$ cat config.mk
export PLATFORM = sky130hd
export DESIGN_NAME = scan_loader
export DESIGN_NICKNAME = d
export VERILOG_FILES = /design/src/rtl/scan_loader.sv
export SDC_FILE = /design/constraint.sdc
export NUM_CORES = 1
export LEC_CHECK = 0
export BUFFER_PORTS_ARGS = -buffer_cell sky130_fd_sc_hd__clkbuf_2
export CAP_MARGIN = 20
export CORE_MARGIN = 1.5
export CORE_UTILIZATION = 55
export CTS_BUF_LIST = sky130_fd_sc_hd__clkbuf_8 sky130_fd_sc_hd__clkbuf_16
export DETAILED_ROUTE_END_ITERATION = 10
export PLACE_DENSITY = 0.81
export SLEW_MARGIN = 15
export SYNTH_ARGS = -nofsm -noshare
export SYNTH_HDL_FRONTEND = slang
export SYNTH_SLANG_ARGS = --single-unit
$ cat constraint.sdc
create_clock -name CLK -period 2.3 [get_ports CLK]
set_input_delay 0.23 -clock CLK [delete_from_list [all_inputs] [get_ports CLK]]
set_output_delay 0.23 -clock CLK [all_outputs]
set_load 0.01 [all_outputs]
$ cat src/rtl/scan_loader.sv
// Purpose : scan-chain frame deserializer; turns {marker, addr, data} frames into SRAM writes during INIT.
// Latency : SC_CLK rise -> sr update 3 CLK edges; SC_EN fall -> o_wr_en 3 CLK edges.
// Backpr. : o_wr_en/addr/data held until i_wr_ready; a frame committed while a write is pending is dropped (o_frame_err).
//
// Ports   : CLK, RESETn (sync, active-low); scanIn/SC_CLK/SC_EN scan pins (async, sampled as data);
//           scanOut chain continuation; o_wr_en/o_wr_addr/o_wr_data/i_wr_ready SRAM write port;
//           o_init_done sticky terminator flag; o_frame_err one-cycle drop pulse.
// Option  : SCAN_LOADER_FRAME_CHECK_EN adds a bit counter and drops frames whose length is not FRAME_LEN.
module scan_loader #(
  parameter int DATA_W = 32,
  parameter int ADDR_W = 8
) (
  input  logic              CLK,
  input  logic              RESETn,
  input  logic              scanIn,
  input  logic              SC_CLK,
  input  logic              SC_EN,
  output logic              scanOut,
  output logic              o_wr_en,
  output logic [ADDR_W-1:0] o_wr_addr,
  output logic [DATA_W-1:0] o_wr_data,
  input  logic              i_wr_ready,
  output logic              o_init_done,
  output logic              o_frame_err
);

  localparam int FRAME_LEN = DATA_W + ADDR_W + 1;

  typedef enum logic [1:0] {
    ST_SHIFT = 2'd0,
    ST_WRITE = 2'd1,
    ST_DONE  = 2'd2
  } state_t;

  state_t state, state_nxt;

  // Two-stage synchronizers; [1] is the synchronized value.
  logic [1:0] din_s, sck_s, en_s;
  logic       sck_h, en_h;
  logic       sck_rise, en_fall;

  logic [FRAME_LEN-1:0] sr, sr_nxt;
  logic                 marker, all_ones, frame_ok;
  logic                 do_latch, err_nxt;

  always_ff @(posedge CLK) begin
    if (!RESETn) begin
      din_s <= '0;
      sck_s <= '0;
      en_s  <= '0;
      sck_h <= 1'b0;
      en_h  <= 1'b0;
    end else begin
      din_s <= {din_s[0], scanIn};
      sck_s <= {sck_s[0], SC_CLK};
      en_s  <= {en_s[0], SC_EN};
      sck_h <= sck_s[1];
      en_h  <= en_s[1];
    end
  end

  assign sck_rise = sck_s[1] & ~sck_h;
  assign en_fall  = ~en_s[1] & en_h;

  // The commit decision must see a shift landing in the same cycle, so it
  // looks at the next value of sr rather than the registered one.
  assign sr_nxt   = sck_rise ? {din_s[1], sr[FRAME_LEN-1:1]} : sr;
  assign marker   = sr_nxt[FRAME_LEN-1];
  assign all_ones = &sr_nxt[FRAME_LEN-2:0];

  always_ff @(posedge CLK) begin
    if (!RESETn) begin
      sr      <= '0;
      scanOut <= 1'b0;
    end else if (sck_rise) begin
      sr      <= sr_nxt;
      scanOut <= sr[0];
    end
  end

`ifdef SCAN_LOADER_FRAME_CHECK_EN
  localparam int CW = $clog2(FRAME_LEN + 2);
  localparam logic [CW-1:0] CNT_FULL = CW'(FRAME_LEN);
  localparam logic [CW-1:0] CNT_SAT  = CW'(FRAME_LEN + 1);

  logic [CW-1:0] cnt, cnt_nxt;

  // Saturating one past a full frame keeps over-long frames distinguishable.
  assign cnt_nxt  = (sck_rise && cnt != CNT_SAT) ? cnt + 1'b1 : cnt;
  assign frame_ok = (cnt_nxt == CNT_FULL);

  always_ff @(posedge CLK) begin
    if (!RESETn) begin
      cnt <= '0;
    end else if (en_fall) begin
      cnt <= '0;
    end else begin
      cnt <= cnt_nxt;
    end
  end
`else
  assign frame_ok = 1'b1;
`endif

  always_ff @(posedge CLK) begin
    if (!RESETn) begin
      state <= ST_SHIFT;
    end else begin
      state <= state_nxt;
    end
  end

  always_comb begin
    state_nxt   = state;
    do_latch    = 1'b0;
    err_nxt     = 1'b0;
    o_wr_en     = (state == ST_WRITE);
    o_init_done = (state == ST_DONE);

    if (state == ST_WRITE && i_wr_ready) begin
      state_nxt = ST_SHIFT;
    end

    // Commit priority: DONE ignores, marker 0 ignores, bad length drops,
    // terminator wins over a pending write, then overrun, then a new write.
    if (en_fall && state != ST_DONE && marker) begin
      if (!frame_ok) begin
        err_nxt = 1'b1;
      end else if (all_ones) begin
        state_nxt = ST_DONE;
      end else if (state == ST_WRITE) begin
        err_nxt = 1'b1;
      end else begin
        do_latch  = 1'b1;
        state_nxt = ST_WRITE;
      end
    end
  end

  always_ff @(posedge CLK) begin
    if (!RESETn) begin
      o_wr_addr   <= '0;
      o_wr_data   <= '0;
      o_frame_err <= 1'b0;
    end else begin
      o_frame_err <= err_nxt;
      if (do_latch) begin
        o_wr_addr <= sr_nxt[DATA_W+ADDR_W-1:DATA_W];
        o_wr_data <= sr_nxt[DATA_W-1:0];
      end
    end
  end

endmodule

# == After elaboration in Yosys (flattened, before gate mapping) ==
# Cells that the tools add are included.
# Widths: inputs -> output; s select.
# op_classes
bitwise,6
eq_ne,3
n_reduce_logical,5
muxes,9
# op_table
operator,n
$mux 41,1
$reduce_and 40->1,1
$mux 2,4
$mux 1,4
$not 1->1,4
$logic_and 1x1->1,3
$reduce_or 3->1,1
$and 1x1->1,2
$eq 2x1->1 const B,1
$eq 2x2->1 const B,1
$ne 2x2->1 const B,1
# word_totals
in_bits,6
reg_bits,93
word_cells,34

# == Logic depth before layout (Yosys ltp) ==
# Gate-level depths: netlist of the first run.
# depth
ltp_word,6
mapped_depth,7

# == Least setup slack after synthesis of the first run ==
# Ideal clock, no wire load.
# synth_path
path_type,reg2reg
start,register sck_s[1]
end,register o_wr_addr[5]
stages_incl_launch_ff,8
t_arrival_ns,1.910
slack_ns,0.274
n_path_buf,2
setup_ns,0.116
path_cell_list,dfxtp_1 > nor2b_1 > buf_6 > or3_1 > a221o_1 > o31a_1 > buf_2 > o211a_1
# synth_via
elab_chain_cells,5
# synth_rtl
item,line_no,text
from (decl),38,"logic [1:0] din_s, sck_s, en_s;"
from (signal assigned),55,"sck_s <= {sck_s[0], SC_CLK};"
$and 1x1->1 (*),62,assign sck_rise = sck_s[1] & ~sck_h;
$mux 41 (*),67,"assign sr_nxt = sck_rise ? {din_s[1], sr[FRAME_LEN-1:1]} : sr;"
$reduce_and 40->1,69,assign all_ones = &sr_nxt[FRAME_LEN-2:0];
$mux 1,129,end else if (all_ones) begin
$mux 1,126,if (en_fall && state != ST_DONE && marker) begin
to (signal assigned),148,o_wr_addr <= sr_nxt[DATA_W+ADDR_W-1:DATA_W];
to (decl),20,"output logic [ADDR_W-1:0] o_wr_addr,"
# Every way passes the cells marked *; elsewhere a longest branch is shown, timed or not.
# A chain may end at the register's enable or synchronous reset.

# == Worst setup path in the final report of the first run ==
# layout_path
start,register sr[3]
end,register o_wr_addr[4]
# layout_via
elab_chain_cells,4
# layout_rtl
item,line_no,text
from (decl),42,"logic [FRAME_LEN-1:0] sr, sr_nxt;"
from (signal assigned),76,sr <= sr_nxt;
$mux 41,67,
$reduce_and 40->1,69,
$mux 1,129,
$mux 1,126,
# Every way passes these cells.

==> results_dict.tcl, run 1 <==
set metrics [dict create \
    grt_max_degree 45 \
    drt-met1-wl_um 3690 \
    combPwrFrac_pct 2.5 \
    dieArea_um2 6970 \
    cts_root_buffer "clkbuf_8" \
    grt_first_pass_wirelength_um 13700 \
    syn-num-nets 438 \
    ys_warn_count 0 \
    path_cells "nand4_1, or4_1, a221oi_1, a21boi_2, buf_4, o22ai_1" \
    async_flop_share_pct 0 \
    num_io_pins 50 \
    setup_viol 0 \
    postCtsHoldBufs 0 \
    power.density_nw_per_um2 674 \
    placementRows 29 \
    totalWireLength_um 8050 \
    yosysMostFrequentCell "nand2_1" \
    drc 0 \
    cts_tree "built" \
    internal-power_mw 2.18 \
    min_period_over_period_pct 91.2 \
    min_path_cells 2 \
    clk_pin_slew_ps 90 \
    cts_sinks 93 \
    max_clock_freq_mhz 477 \
    wl_met2_um 3800 \
    syn-instance-count 432 \
    portBuffers 49 \
    final_nets 480 \
    p_switching_mw 0.572 \
    cpLargestDelayFamily "simple AND/OR/NAND/NOR gates" \
    p_leak_nw 1.48 \
    hold_viol 0 \
    cp.required_ps 2530 \
    outcome "finished, final reports clean" \
    synth_edf_count 0 \
    antenna_cells 0 \
    slew_headroom_pct 64.0 \
    peakVddDrop_uv 484 \
    synthDistinctLibCells 29 \
    maxCapViolations 0 \
    layout-drive-gt1-share_pct 16.5 \
    finClkSkew_ps 10.9 \
    slew_violations 0 \
    crit_path_max_incr_delay_ps 530 \
    cp_slowest_cell "or4_1" \
    grt_usage_pct 24.0 \
    synth-main-ff-cell "dfxtp_1" \
    pwr-share-clk_pct 38.9 \
    period_minus_slack_ps 2100 \
    synth_top_area_share_pct 52.2 \
    crit_type "flop to flop" \
    highest_layer "met4" \
    cp-start-kind "flop" \
    vias 3111 \
    ys_seq_elements 93 \
    antenna_found_initial 0 \
    grt-ovfl-total 0 \
    fill_cells 573 \
    die_w_um 83.5 \
    post_drt_wl_per_cell_um 14.5 \
    die_h_um 83.5 \
    finalWorstSetupSlack_ps 203 \
    synth_common_cells "nand2_1 (165), dfxtp_1 (93), a21boi_0 (41)" \
    place_ws_ps 231 \
    tightest_slew_ps 536 \
    netlist_area_um2 3560 \
    cp.depth 6 \
    netlist_top_cells_area "dfxtp_1 (52%), nand2_1 (17%), a21boi_0 (8.6%), o22ai_1 (6.8%), clkbuf_1 (2.4%)" \
    fin_setup_tns_ps 0 \
    wl_met3_um 439 \
    power.share.switching_pct 20.8 \
    cts_setup_buffers 0 \
    ff2ff_path_depth 6 \
    path_max_fanout 29 \
    cts_htree_levels 3 \
    critical_path_buf_inv_count 1 \
    drt_iter0_markers 297 \
    vias_per_cell 5.61 \
    dr.pass1.iters 4 \
    insertion_delay_ps 350 \
    ctsLongestPathBuffers 2 \
    numCtsBuffers 9 \
    avgSynthCellArea_um2 8.25 \
    seqPwrFrac_pct 58.6 \
    crit_arrival_ps 2330 \
    grt_pass1_vias 2897 \
    ys_seq_area_share_pct 52.2 \
    end_kind "flop" \
    rsz0062_at_grt "false" \
    core_um2 6310 \
    worst_hold_path_type "input pin to flop" \
    syn_to_final_growth_pct 14.8 \
    gp_congestion 0.930 \
    start_util_pct 56.5 \
    ant_nets 0 \
    cts_resized 0 \
    dp_hpwl_um 5570 \
    yosysTopAreaCell "dfxtp_1" \
]
## final timing paths
path | start | end | slack, ps
setup / recovery | sr[3]$_SDFFE_PN0P_ | o_wr_addr[4]$_SDFFE_PN0P_ | 200
hold / removal | scanIn | din_s[0]$_SDFF_PN0_ | 90
setup reg to reg | sr[3]$_SDFFE_PN0P_ | o_wr_addr[4]$_SDFFE_PN0P_ | 200
hold reg to reg | sck_s[0]$_SDFF_PN0_ | sck_s[1]$_SDFF_PN0_ | 440
## logic make-up (layout without fill, tap and decap cells)
logic type,Yosys count,count (layout),share of synthesized area [%]
AO/OA/AOI/OAI,89,89,17.5
buffers and inverters,32,78,3.86
flip-flops,93,93,52.2
multiplexers,1,1,0.281
AND/OR/NAND/NOR,217,217,26.1
## power by group through the flow
stage | combinational [mW] | sequential, mW | clock [mW]
CTS | 0.0692 | 1.62 | 1.08
global route | 0.0758 | 1.62 | 1.15
floorplan | 0.0493 | 1.65 | 0
finish | 0.0692 | 1.62 | 1.07
detailed placement | 0.0688 | 1.65 | 0
global placement | 0.0687 | 1.65 | 0
## flip-flops by register name, summed over array words and instances, names as in the netlist, 2 cells and up
| signal | cells |
|---|---|
| sck_s | 2 |
| en_s | 2 |
| o_wr_addr | 8 |
| sr | 41 |
| o_wr_data | 32 |
| din_s | 2 |
| state | 2 |
## final cells by class
type / instances / area [um2] / area share [%]
multi-input cells: 307 / 1580 / 38.6
repair buffers: 63 / 363 / 8.87
flip-flops and latches: 93 / 1860 / 45.5
clock inverters: 4 / 41.3 / 1.01
well taps: 77 / 96.3 / 2.35
clock buffers: 11 / 151 / 3.70
## stage by stage
step	cells	hold slack (ps)	util (%)	power, mW	area, um2
6_report	555	88.5	64.8	2.76	4090
3_5_place_dp	540	420	61.8	1.72	3900
4_1_cts	555	76.9	64.8	2.77	4090
5_1_grt	555	86.5	64.8	2.84	4090
2_1_floorplan	432	357	-	1.70	3560
3_3_place_gp	540	414	61.8	1.72	3900
## cells in the final DEF, fill, tap and decap left out, types with 2 or more instances in the layout
| cell type | synthesis | routed |
|---|---|---|
| a21boi_0 | 41 | 41 |
| and2_1 | 8 | 8 |
| and3_1 | 2 | 2 |
| and4_1 | 2 | 2 |
| buf_4 | 0 | 13 |
| clkbuf_2 | 0 | 49 |
| clkbuf_8 | 0 | 11 |
| dfxtp_1 | 93 | 93 |
| inv_1 | 0 | 3 |
| nand2_1 | 165 | 165 |
| nand2b_1 | 2 | 2 |
| nand3_1 | 11 | 11 |
| nand4_1 | 13 | 13 |
| nor2_1 | 2 | 2 |
| nor2b_1 | 4 | 3 |
| nor3_1 | 2 | 2 |
| nor4_1 | 3 | 2 |
| o22ai_1 | 39 | 39 |
| or4_1 | 2 | 2 |
## per-layer routing
layer | up-vias | global-route usage, %
met3 | 12 | 3.86
li1 | 1552 | -
met2 | 94 | 38.7
met5 | - | 0
met1 | 1453 | 32.9
met4 | 0 | 8.64
Power figures use the tool's default switching activity.
==> inputs of run 2 (changes only) <==
--- a/config.mk
+++ b/config.mk
@@ -8,10 +8,11 @@
 export BUFFER_PORTS_ARGS = -buffer_cell sky130_fd_sc_hd__clkbuf_2
 export CAP_MARGIN = 20
 export CORE_MARGIN = 1.5
-export CORE_UTILIZATION = 55
+export CORE_UTILIZATION = 50
 export CTS_BUF_LIST = sky130_fd_sc_hd__clkbuf_8 sky130_fd_sc_hd__clkbuf_16
 export DETAILED_ROUTE_END_ITERATION = 10
-export PLACE_DENSITY = 0.81
+export HOLD_SLACK_MARGIN = 0.08
+export PLACE_DENSITY = 0.75
 export SLEW_MARGIN = 15
 export SYNTH_ARGS = -nofsm -noshare
 export SYNTH_HDL_FRONTEND = slang
==> run 2 against run 1 <==
Net effect:
- critical path depth unchanged
- sequential cell count unchanged
- via count increased by 1.1%
- first-iteration DRC count decreased by 6.1%
- wire length increased by 4.5%
- hold slack improved by 3.6 ps
- cell count increased by 3.8%
- die area increased by 9.6%
- critical endpoint is now o_wr_data[22]$_SDFFE_PN0P_
==> results_dict.tcl, run 2 (synthesis gave the netlist of run 1 again) <==
set metrics [dict create \
    top_regs "sr: 41 flops, o_wr_data: 32 flops, o_wr_addr: 8 flops" \
    peakVddDrop_uv 401 \
    max_clock_freq_mhz 476 \
    power.density_nw_per_um2 653 \
    p_leak_nw 1.47 \
    grt_first_pass_wirelength_um 14100 \
    cts_htree_levels 3 \
    ctsLongestPathBuffers 2 \
    antenna_cells 0 \
    placementRows 30 \
    portBuffers 49 \
    min_period_over_period_pct 91.4 \
    fin_cells 576 \
    gp_congestion 0.977 \
    fin_setup_tns_ps 0 \
    drc 0 \
    die_h_um 87.4 \
    outcome "finished, final reports clean" \
    worst_hold_path_type "input pin to flop" \
    grt_max_degree 41 \
    largest_reg_flops 41 \
    period_minus_slack_ps 2100 \
    crit_type "flop to flop" \
    core_um2 6830 \
    slew_headroom_pct 58.1 \
    syn_to_final_growth_pct 15.2 \
    grt_usage_pct 23.7 \
    grt-ovfl-total 0 \
    setup_viol 0 \
    grt_pass1_vias 2907 \
    die_w_um 87.4 \
    antenna_found_initial 0 \
    path_max_fanout 23 \
    cp-start-kind "flop" \
    end_kind "flop" \
    ant_nets 0 \
    cts_resized 0 \
    numCtsBuffers 9 \
    finClkSkew_ps 4.27 \
    dieArea_um2 7640 \
    cts_tree "built" \
    vias_per_cell 5.46 \
    tightest_slew_ps 629 \
    post_drt_wl_per_cell_um 14.6 \
    final_nets 482 \
    dp_hpwl_um 5850 \
    maxCapViolations 0 \
    hold_viol 0 \
    crit_arrival_ps 2390 \
    cp.required_ps 2590 \
    post-place-cells 559 \
    start_util_pct 52.2 \
    postCtsHoldBufs 2 \
    final_cell_mix "nand2_1 (165), dfxtp_1 (93), clkbuf_2 (49)" \
    drt_iter0_markers 279 \
    layout-drive-gt1-share_pct 16.7 \
    cts_root_buffer "clkbuf_8" \
    slew_violations 0 \
    vias 3145 \
    clk_pin_slew_ps 80 \
    top_register "sr" \
    num_io_pins 50 \
    insertion_delay_ps 360 \
    cts_setup_buffers 0 \
    layout_commonest_cell "nand2_1" \
    rsz0062_at_grt "false" \
    totalWireLength_um 8410 \
    cts_sinks 93 \
    dr.pass1.iters 5 \
]
==> run 2: through the flow <==
step	area, um2	total power, mW	setup slack [ps]	utilization, %	hold WS [ps]
after floorplan	3560	1.70	274	-	357
final	4110	2.68	197	60.1	92.1
after global placement	3910	1.72	257	57.2	414
after detailed placement	3910	1.72	221	57.2	420
after global routing	4110	2.78	66.1	60.1	94.1
after CTS	4110	2.69	198	60.1	87.2
==> run 2: area by class of cell <==
| class | count | area, um2 |
|---|---|---|
| Timing Repair Buffer | 65 | 370 |
| Clock buffer | 12 | 165 |
| Fill cell | 649 | 2720 |
| Sequential cell | 93 | 1860 |
| Multi-Input combinational cell | 307 | 1580 |
| Tap cell | 96 | 120 |
| Clock inverter | 3 | 12.5 |
==> run 2: critical path: stages, from the launching register on <==
cell	delay [ps]
dfxtp_1	390
nand4_1	100
or4_1	530
a221o_1	290
o31a_1	350
buf_4	230
o22ai_1	140
==> run 2: report_power, final <==
part	internal (mW)	total, mW	switching (mW)	leakage [nW]
clock	0.467	0.992	0.525	0.101
combinational	0.0272	0.0727	0.0455	0.618
sequential	1.61	1.62	0.00246	0.750
==> run 2: layer usage <==
| layer | track usage [%] | part of all wire [%] |
|---|---|---|
| met3 | 4.93 | 5.4 |
| met4 | 9.52 | 2.0 |
| met2 | 35.9 | 46 |
| met5 | 0 | 0 |
| met1 | 33.0 | 46 |
==> run 2: path summary, 6_finish.rpt <==
check | startpoint | endpoint | slack [ps] | cells past startpoint
setup / recovery | sr[29]$_SDFFE_PN0P_ | o_wr_data[22]$_SDFFE_PN0P_ | 200 | 6
hold / removal | SC_EN | en_s[0]$_SDFF_PN0_ | 90 | 2
setup reg to reg | sr[29]$_SDFFE_PN0P_ | o_wr_data[22]$_SDFFE_PN0P_ | 200 | 6
hold reg to reg | sck_s[0]$_SDFF_PN0_ | sck_s[1]$_SDFF_PN0_ | 440 | 1
==> inputs of run 3 (changes only) <==
--- a/config.mk
+++ b/config.mk
@@ -12,6 +12,7 @@
 export CTS_BUF_LIST = sky130_fd_sc_hd__clkbuf_8 sky130_fd_sc_hd__clkbuf_16
 export DETAILED_ROUTE_END_ITERATION = 10
 export HOLD_SLACK_MARGIN = 0.08
+export MAX_ROUTING_LAYER = met4
 export PLACE_DENSITY = 0.75
 export SLEW_MARGIN = 15
 export SYNTH_ARGS = -nofsm -noshare
==> run 3 against run 2 <==
Net effect:
- clock skew increased by 5.6 ps
- highest routed layer unchanged
- total power increased by 5.0%
- largest power group unchanged
- sequential power about the same
- maximum frequency decreased by 3.5%
- register-to-register slack got worse by 80 ps
- via count decreased by 1.1%
- largest cell class unchanged
- critical path depth unchanged
- wire length decreased by 1.1%
- global-route usage increased by 0.75 points
- core utilization increased by 0.90 points
==> results_dict.tcl, run 3 (synthesis gave the netlist of run 1 again) <==
set metrics [dict create \
    outcome "finished, final reports clean" \
    crit_path_max_incr_delay_ps 550 \
    whs_ps 161 \
    final_cell_mix "nand2_1 (165), dfxtp_1 (93), clkbuf_2 (49)" \
    tightest_slew_ps 549 \
    dr.pass1.iters 5 \
    cts_tree "built" \
    die_w_um 87.4 \
    setup_viol 0 \
    portBuffers 49 \
    syn_to_final_growth_pct 17.0 \
    power_mw 2.81 \
    crit_type "flop to flop" \
    top_register "sr" \
    cp.required_ps 2580 \
    dieArea_um2 7640 \
    fin_setup_tns_ps 0 \
    maxCapViolations 0 \
    crit_arrival_ps 2460 \
    cp_slowest_cell "or4_1" \
    die_h_um 87.4 \
    cts_htree_levels 3 \
    post_drt_wl_per_cell_um 14.4 \
    start_util_pct 52.2 \
    grt-ovfl-total 0 \
    met1_usage_pct 32.8 \
    final_nets 481 \
    antenna_found_initial 0 \
    end_kind "flop" \
    grt_usage_pct 24.5 \
    path_max_fanout 12 \
    placed_area_um2 3920 \
    vias 3111 \
    clk_pin_slew_ps 90 \
    gp_congestion 0.941 \
    cp-start-kind "flop" \
    drc 0 \
    slew_violations 0 \
    ff2ff_path_depth 6 \
    num_io_pins 50 \
    core_um2 6830 \
    busiest_layer "met2" \
    vias_per_cell 5.40 \
    power.density_nw_per_um2 675 \
    final_cell_area_um2 4170 \
    cts_sinks 93 \
    post-place-cells 557 \
    min_path_cells 4 \
    numCtsBuffers 9 \
    cts_root_buffer "clkbuf_8" \
    hold_viol 0 \
    path_cells "nand4_1, or4_1, a221o_1, o31a_4, buf_4, o22ai_1" \
    use_met2_pct 36.5 \
    period_minus_slack_ps 2180 \
    worst_hold_path_type "input pin to flop" \
    max_clock_freq_mhz 459 \
    layout_commonest_cell "nand2_1" \
    rsz0062_at_grt "false" \
    grt_first_pass_wirelength_um 14200 \
    dp_hpwl_um 5710 \
    peakVddDrop_uv 356 \
    finClkSkew_ps 9.89 \
    cts_setup_buffers 0 \
    largest_reg_flops 41 \
    fin_util_pct 61.0 \
    grt_max_degree 54 \
    fin_cells 576 \
    fill_cells 624 \
    insertion_delay_ps 360 \
    ant_nets 0 \
    layout-drive-gt1-share_pct 17.1 \
    grt_pass1_vias 2921 \
    finalWorstSetupSlack_ps 120 \
    slew_headroom_pct 63.1 \
    p_leak_nw 1.48 \
    min_period_over_period_pct 94.8 \
    place_ws_ps 72.5 \
    drt_iter0_markers 199 \
    totalWireLength_um 8310 \
    antenna_cells 0 \
    top_regs "sr: 41 flops, o_wr_data: 32 flops, o_wr_addr: 8 flops" \
    ctsLongestPathBuffers 2 \
    grt_util_met3_pct 6.73 \
    placementRows 30 \
]
run 3: cell types whose count changed in the layout (fill, tap and decap cells not counted), sizes merged:
cell         previous run  this run
dlygate4sd3             2         3
bufinv                  0         1
inv                     2         0
clkinvlp                0         2
clkinv                  1         2
buf                    14        12
clkbuf                 61        60
run 3: final timing paths:
kind	from	to	slack, ps
min	i_wr_ready	state[0]$_SDFF_PN0_	160
min reg2reg	din_s[0]$_SDFF_PN0_	din_s[1]$_SDFF_PN0_	450
max reg2reg	sr[34]$_SDFFE_PN0P_	o_wr_data[7]$_SDFFE_PN0P_	120
max	sr[34]$_SDFFE_PN0P_	o_wr_data[7]$_SDFFE_PN0P_	120
run 3: routing by layer:
| layer | wire, um | vias up |
|---|---|---|
| li1 | - | 1558 |
| met1 | 3910 | 1427 |
| met2 | 3790 | 114 |
| met3 | 489 | 12 |
| met4 | 125 | 0 |
| met5 | 0 | - |
run 3: area by class of cell:
type	count	area [um2]	share of cell area (%)
well taps	96	120	2.88
multi-input cells	307	1590	38.1
clock buffers	11	151	3.63
flip-flops and latches	93	1860	44.7
repair buffers	64	390	9.36
clock inverters	5	58.8	1.41
run 3: worst max-delay path, delay by kind of cell, from the launching register on:
| kind | cells | cell delay, ps |
|---|---|---|
| compound gates | 3 | 850 |
| buf+inv | 1 | 200 |
| flops | 1 | 400 |
| simple gates | 2 | 660 |
run 3: timing repair:
action / in CTS / in global routing
gates resized for setup: 0 / 2
hold buffers: 3 / 0
setup endpoints to repair: 0 / 24
hold endpoints to repair: 3 / 0
run 3: where the power goes:
part,internal (mW),switching [mW]
sequential,1.61,0.00256
combinational,0.0283,0.0457
clock,0.561,0.562
